$ cat src/rtl/alu_pkg.sv
// Shared definitions for the ALU-sharing arbiter: opcode values and output-register states.
package alu_pkg;

    localparam logic [1:0] ALU_OP_AND = 2'b00;
    localparam logic [1:0] ALU_OP_OR  = 2'b01;
    localparam logic [1:0] ALU_OP_ADD = 2'b10;
    localparam logic [1:0] ALU_OP_SUB = 2'b11;

    typedef enum logic {
        ST_EMPTY = 1'b0,
        ST_FULL  = 1'b1
    } state_t;

endpackage

$ cat src/rtl/alu_core.sv
// Combinational shared ALU: bitwise AND/OR plus one adder that serves both ADD and SUB.
module alu_core
    import alu_pkg::*;
#(
    parameter int WIDTH = 32
) (
    input  logic [1:0]       op,
    input  logic [WIDTH-1:0] a,
    input  logic [WIDTH-1:0] b,
    output logic [WIDTH-1:0] result,
    output logic             ovf
);

    logic             is_sub;
    logic [WIDTH-1:0] b_eff;
    logic [WIDTH-1:0] sum;

    // SUB folds into the adder as a + ~b + 1
    assign is_sub = (op == ALU_OP_SUB);
    assign b_eff  = is_sub ? ~b : b;
    assign sum    = a + b_eff + {{(WIDTH-1){1'b0}}, is_sub};

    always_comb begin
        result = '0;
        ovf    = 1'b0;
        case (op)
            ALU_OP_AND: result = a & b;
            ALU_OP_OR:  result = a | b;
            default: begin
                result = sum;
                ovf    = (a[WIDTH-1] == b_eff[WIDTH-1]) && (sum[WIDTH-1] != a[WIDTH-1]);
            end
        endcase
    end

endmodule

$ cat src/rtl/alu_share_arbiter.sv
// Two requesters share one ALU; results leave through a single-entry valid/ready register.
// Define ALU_SHARE_RR_EN for round-robin on conflict; otherwise requester 0 has fixed priority.
module alu_share_arbiter
    import alu_pkg::*;
#(
    parameter int WIDTH = 32
) (
    input  logic             clock,
    input  logic             reset,
    input  logic             req0_valid,
    input  logic [1:0]       req0_op,
    input  logic [WIDTH-1:0] req0_a,
    input  logic [WIDTH-1:0] req0_b,
    output logic             req0_ready,
    input  logic             req1_valid,
    input  logic [1:0]       req1_op,
    input  logic [WIDTH-1:0] req1_a,
    input  logic [WIDTH-1:0] req1_b,
    output logic             req1_ready,
    output logic             res_valid,
    input  logic             res_ready,
    output logic [WIDTH-1:0] res_data,
    output logic             res_id,
    output logic             res_ovf
);

    state_t           state_reg, state_next;
    logic [WIDTH-1:0] res_data_reg;
    logic             res_id_reg;
    logic             res_ovf_reg;

    logic [1:0]       req_valid;
    logic [1:0]       grant;
    logic [1:0]       req_ready_vec;
    logic             can_accept;
    logic             accept;
    logic             sel_id;
    logic             prefer1;

    logic [1:0]       alu_op;
    logic [WIDTH-1:0] alu_a, alu_b, alu_result;
    logic             alu_ovf;

    assign req_valid  = {req1_valid, req0_valid};
    assign can_accept = (state_reg == ST_EMPTY) || res_ready;

`ifdef ALU_SHARE_RR_EN
    logic last_id_reg;

    // Give the conflict to whichever requester did not win the last accept
    assign prefer1 = ~last_id_reg;

    always_ff @(posedge clock) begin
        if (reset) begin
            last_id_reg <= 1'b1;
        end else if (accept) begin
            last_id_reg <= sel_id;
        end
    end
`else
    assign prefer1 = 1'b0;
`endif

    assign grant[0] = req_valid[0] & (~req_valid[1] | ~prefer1);
    assign grant[1] = req_valid[1] & (~req_valid[0] |  prefer1);

    generate
        for (genvar gi = 0; gi < 2; gi++) begin : g_ready
            assign req_ready_vec[gi] = can_accept & grant[gi] & ~reset;
        end
    endgenerate

    assign req0_ready = req_ready_vec[0];
    assign req1_ready = req_ready_vec[1];
    assign accept     = |req_ready_vec;
    assign sel_id     = req_ready_vec[1];

    assign alu_op = sel_id ? req1_op : req0_op;
    assign alu_a  = sel_id ? req1_a  : req0_a;
    assign alu_b  = sel_id ? req1_b  : req0_b;

    alu_core #(
        .WIDTH (WIDTH)
    ) u_alu_core (
        .op     (alu_op),
        .a      (alu_a),
        .b      (alu_b),
        .result (alu_result),
        .ovf    (alu_ovf)
    );

    always_comb begin
        state_next = state_reg;
        case (state_reg)
            ST_EMPTY: if (accept) state_next = ST_FULL;
            ST_FULL:  if (res_ready && !accept) state_next = ST_EMPTY;
            default:  state_next = ST_EMPTY;
        endcase
    end

    always_ff @(posedge clock) begin
        if (reset) begin
            state_reg    <= ST_EMPTY;
            res_data_reg <= '0;
            res_id_reg   <= 1'b0;
            res_ovf_reg  <= 1'b0;
        end else begin
            state_reg <= state_next;
            if (accept) begin
                res_data_reg <= alu_result;
                res_id_reg   <= sel_id;
                res_ovf_reg  <= alu_ovf;
            end
        end
    end

    assign res_valid = (state_reg == ST_FULL);
    assign res_data  = res_data_reg;
    assign res_id    = res_id_reg;
    assign res_ovf   = res_ovf_reg;

endmodule
$ cat config.mk
export PLATFORM = sky130hd
export DESIGN_NAME = alu_share_arbiter
export DESIGN_NICKNAME = d
export VERILOG_FILES = /design/src/rtl/alu_pkg.sv /design/src/rtl/alu_core.sv /design/src/rtl/alu_share_arbiter.sv
export SDC_FILE = /design/constraint.sdc
export NUM_CORES = 1
export LEC_CHECK = 0
export ABC_AREA = 1
export CAP_MARGIN = 0
export CORE_UTILIZATION = 45
export CTS_CLUSTER_SIZE = 30
export DETAILED_ROUTE_END_ITERATION = 8
export HOLD_SLACK_MARGIN = 0.06
export PLACE_DENSITY = 0.78
export SLEW_MARGIN = 20
export SYNTH_ARGS = -nofsm -noshare
export SYNTH_HDL_FRONTEND = slang
export SYNTH_SLANG_ARGS = --single-unit
$ cat constraint.sdc
create_clock -name clock -period 3.88 [get_ports clock]
set_input_delay 0.776 -clock clock [delete_from_list [all_inputs] [get_ports clock]]
set_output_delay 0.776 -clock clock [all_outputs]
set_load 0.05 [all_outputs]
==> run_results.csv <==
group,metric,value,unit
global_routing,grt_max_degree,26,
setup_path,reg2reg_setup_slack,0.67,ns
global_routing,global_route.overflow_total,0,
placed_design,detailed_place_hpwl,14600,um
detailed_routing,post_drt_via_cell_ratio,5.47,
cts,clock_latency,0.30,ns
timing,finClkSkew,0.00730,ns
die,initial_core_util,0.462,
synthesis,syn_inst,785,
synthesis,syn_area,4730,sq um
outcome,status,"finished clean",
cts,cts_made_buffers,5,
timing,setup-violations-final,0,
timing,setup_ws,0.0251,ns
pwr,power_leakage,3.61,nW
detailed_routing,routed_wl,19000,um
layout,final_common_cell,"nand2_1",
synthesis,synth.yosys.seq_area_share,0.148,
cts,ctsHoldBuffers,0,
timing,grt_setup_unrepaired,"true",
setup_path,crit_path_start_kind,"input pin",
global_routing,first_global_vias,6001,
die,core_footprint,10200,sq um
setup_path,endpoint_kind,"flop",
global_routing,grt_first_pass_wirelength,28800,um
setup_path,cp.required,4.06,ns
global_routing,grt_antenna_before_repair,0,
detailed_routing,via_count,6617,
layout,layout.cells.most_common_list,"nand2_1, clkdlybuf4s50_1, buf_4",
run,max-cap-violations,0,
synthesis,syn_avg_cell_area,6.02,sq um
pwr,power,2.48,mW
setup_path,worstSetupPathType,"input pin to flop",
setup_path,critical_path_buf_inv_count,6,
die,die-width,104,um
layout,final_nets,1240,
die,area_of_the_die,10900,sq um
timing,worst_slew_pin_slew,0.544,ns
layout,antenna_diode_count,0,
setup_path,worst_ep_arrival_time,4.04,ns
placed_design,postPlaceCellArea,7480,sq um
min_path,min_from,"res_data[1]",
timing,hold_slack,0.475,ns
setup_path,critical_path.slowest_cell,"clkdlybuf4s50_1",
timing,max_slew_margin,0.636,
setup_path,critical_path_peak_fanout,5,
layout,layout-area-overhead-vs-synth,68.6,%
cts,clkSlewWorstSetupHoldPaths,0.08,ns
synthesis,synth_top_flop_cell,"dfxtp_1",
layout,layout.cell_area.non_filler,7970,sq um
timing,fin_tns_setup,0,ns
cts,cts-root-buf,"clkbuf_8",
detailed_routing,drt_iter0_drc,546,
placed_design,pre_cts_slack,-0.338,ns
setup_path,cpMostUsedCell,"inv_1",
die,num_rows,37,
min_path,worst_hold_path_type,"flop to flop",
pwr,irDropWorstVdd,0.000182,V
cts,cts_tree,"done",
timing,fmaxAchievable,259,MHz
synthesis,synth_nets,953,
synthesis,synth.distinct_cells,50,
timing,final-hold-violation-count,0,
layout,largest_reg_flops,32,
timing,fin_crit_sh,0.994,
setup_path,critical_path.reg2reg.startpoint,"res_valid",
setup_path,critical_path.cell_chain,"clkdlybuf4s50_1 -> inv_1 -> nor2_4 -> buf_4 -> nand3_4 -> buf_4 -> mux2i_2 -> xnor2_1 -> inv_1 -> ha_4 -> nand3_1 -> nand2_2 -> a21boi_4 -> inv_1 -> nand4_1 -> o211ai_1 -> a21o_1 -> or2_2 -> nand3_1 -> a31oi_1",
pwr,power-per-cell-area,311,nW/um^2
setup_path,r2r_end,"res_data[26]",
detailed_routing,route.detailed.drc,0,
synthesis,synth_enable_flop_cells,0,
die,die-height,104,um
min_path,hold-path-endpoint,"res_data[1]",
setup_path,cp_slowest_stage_delay,0.45,ns
min_path,whs_path_depth,2,
synthesis,yosys_warnings,0,
cts,numClockSinks,35,
timing,report.final.slew_viol_count,0,
synthesis,async_flop_share,0,
setup_path,reg2regPathDepth,21,
setup_path,timing.critical_path.from,"req1_valid",
detailed_routing,drt-wirelength-per-cell,15.7,um
layout,share_of_layout_cells_above_drive_strength_1,0.207,
placed_design,place.gp.congestion,0.967,
detailed_routing,drt-pass1-iter-count,5,
detailed_routing,route.antenna.remaining_nets,0,
setup_path,critical_path.top_delay_family,"buffers and inverters",
timing,fin_crit,3.85,ns
placed_design,io_buffers,173,
cts,clock_tree.htree_level_count,2,
layout,nFillCells,788,
global_routing,grt_util_all_layers,0.325,
die,num_io_pins,174,
synthesis,post_synthesis_sequential_element_count,35,
cts,cts_max_path_buffers,2,
-- layout make-up --
class / instances / area [sq um] / area share
inverters: 51 / 201 / 0.0253
clock buffers: 8 / 100 / 0.0126
flip-flops and latches: 35 / 701 / 0.0879
well taps: 136 / 170 / 0.0214
multi-input cells: 669 / 3920 / 0.492
repair buffers: 310 / 2870 / 0.360
-- logic make-up (layout without fill, tap and decap cells) --
family | count (synthesis) | in the layout | synth area share
simple gates | 375 | 376 | 0.335
compound gates | 198 | 198 | 0.238
buf+inv | 82 | 369 | 0.0715
xor+xnor | 51 | 51 | 0.0961
flops | 35 | 35 | 0.148
fa+ha+maj | 31 | 31 | 0.0836
mux | 13 | 13 | 0.0275
-- metal layers --
layer | global-route usage | up-vias | routed length [um] | part of all wire
met5 | 0 | - | 0 | 0
met4 | 0.0990 | 0 | 378 | 0.020
met3 | 0.0564 | 34 | 1700 | 0.090
met2 | 0.512 | 358 | 8420 | 0.44
met1 | 0.449 | 3010 | 8520 | 0.45
li1 | - | 3215 | - | -
-- metrics by stage --
step                utilization  instances
floorplan                     -        785
global placement          0.731       1189
detailed placement        0.731       1189
CTS                       0.741       1197
global route              0.779       1209
finish                    0.779       1209
-- Yosys cell counts (9+ instances only) --
cell        n  area share
ha_1       30       0.079
o21ai_0    63       0.067
nand2_2     9       0.012
clkbuf_1   18       0.014
a31oi_1    13       0.017
inv_1      48       0.038
mux2i_1    13       0.028
a21oi_1    82       0.087
xor2_1     27       0.050
nor2_1     62       0.049
dfxtp_1    35        0.15
nand2_1   238        0.19
xnor2_1    23       0.043
nand3_1    33       0.035
-- worst register-to-register path, delay by kind of cell (launching register included) --
family | cells | cell delay [ns]
and+or+nand+nor | 12 | 1.21
AOI/OAI and AO/OA | 4 | 0.64
buffers and inverters | 4 | 0.45
adders and majority gates | 1 | 0.45
DFF | 1 | 0.39
-- timing repair --
action,in CTS,in global routing
buffers inserted,0,10
endpoints found under the setup margin,1,24
resized for setup,2,65
pin swaps,0,17
cloned,0,2
-- power breakdown --
| part | leakage (nW) | switching, mW | internal (mW) |
|---|---|---|---|
| Sequential | 0.288 | 0.0224 | 0.397 |
| Clock | 0.0515 | 0.156 | 0.163 |
| Combinational | 3.27 | 0.936 | 0.801 |
| Total | 3.61 | 1.11 | 1.36 |
-- worst max-delay path by stage --
stage                   endpoint  cells after the start
floorplan                res_ovf                     23
global placement         res_ovf                     19
detailed placement       res_ovf                     19
CTS                 res_data[16]                     18
global route        res_data[26]                     20
finish              res_data[26]                     20
(Power assumes the default switching activity.)
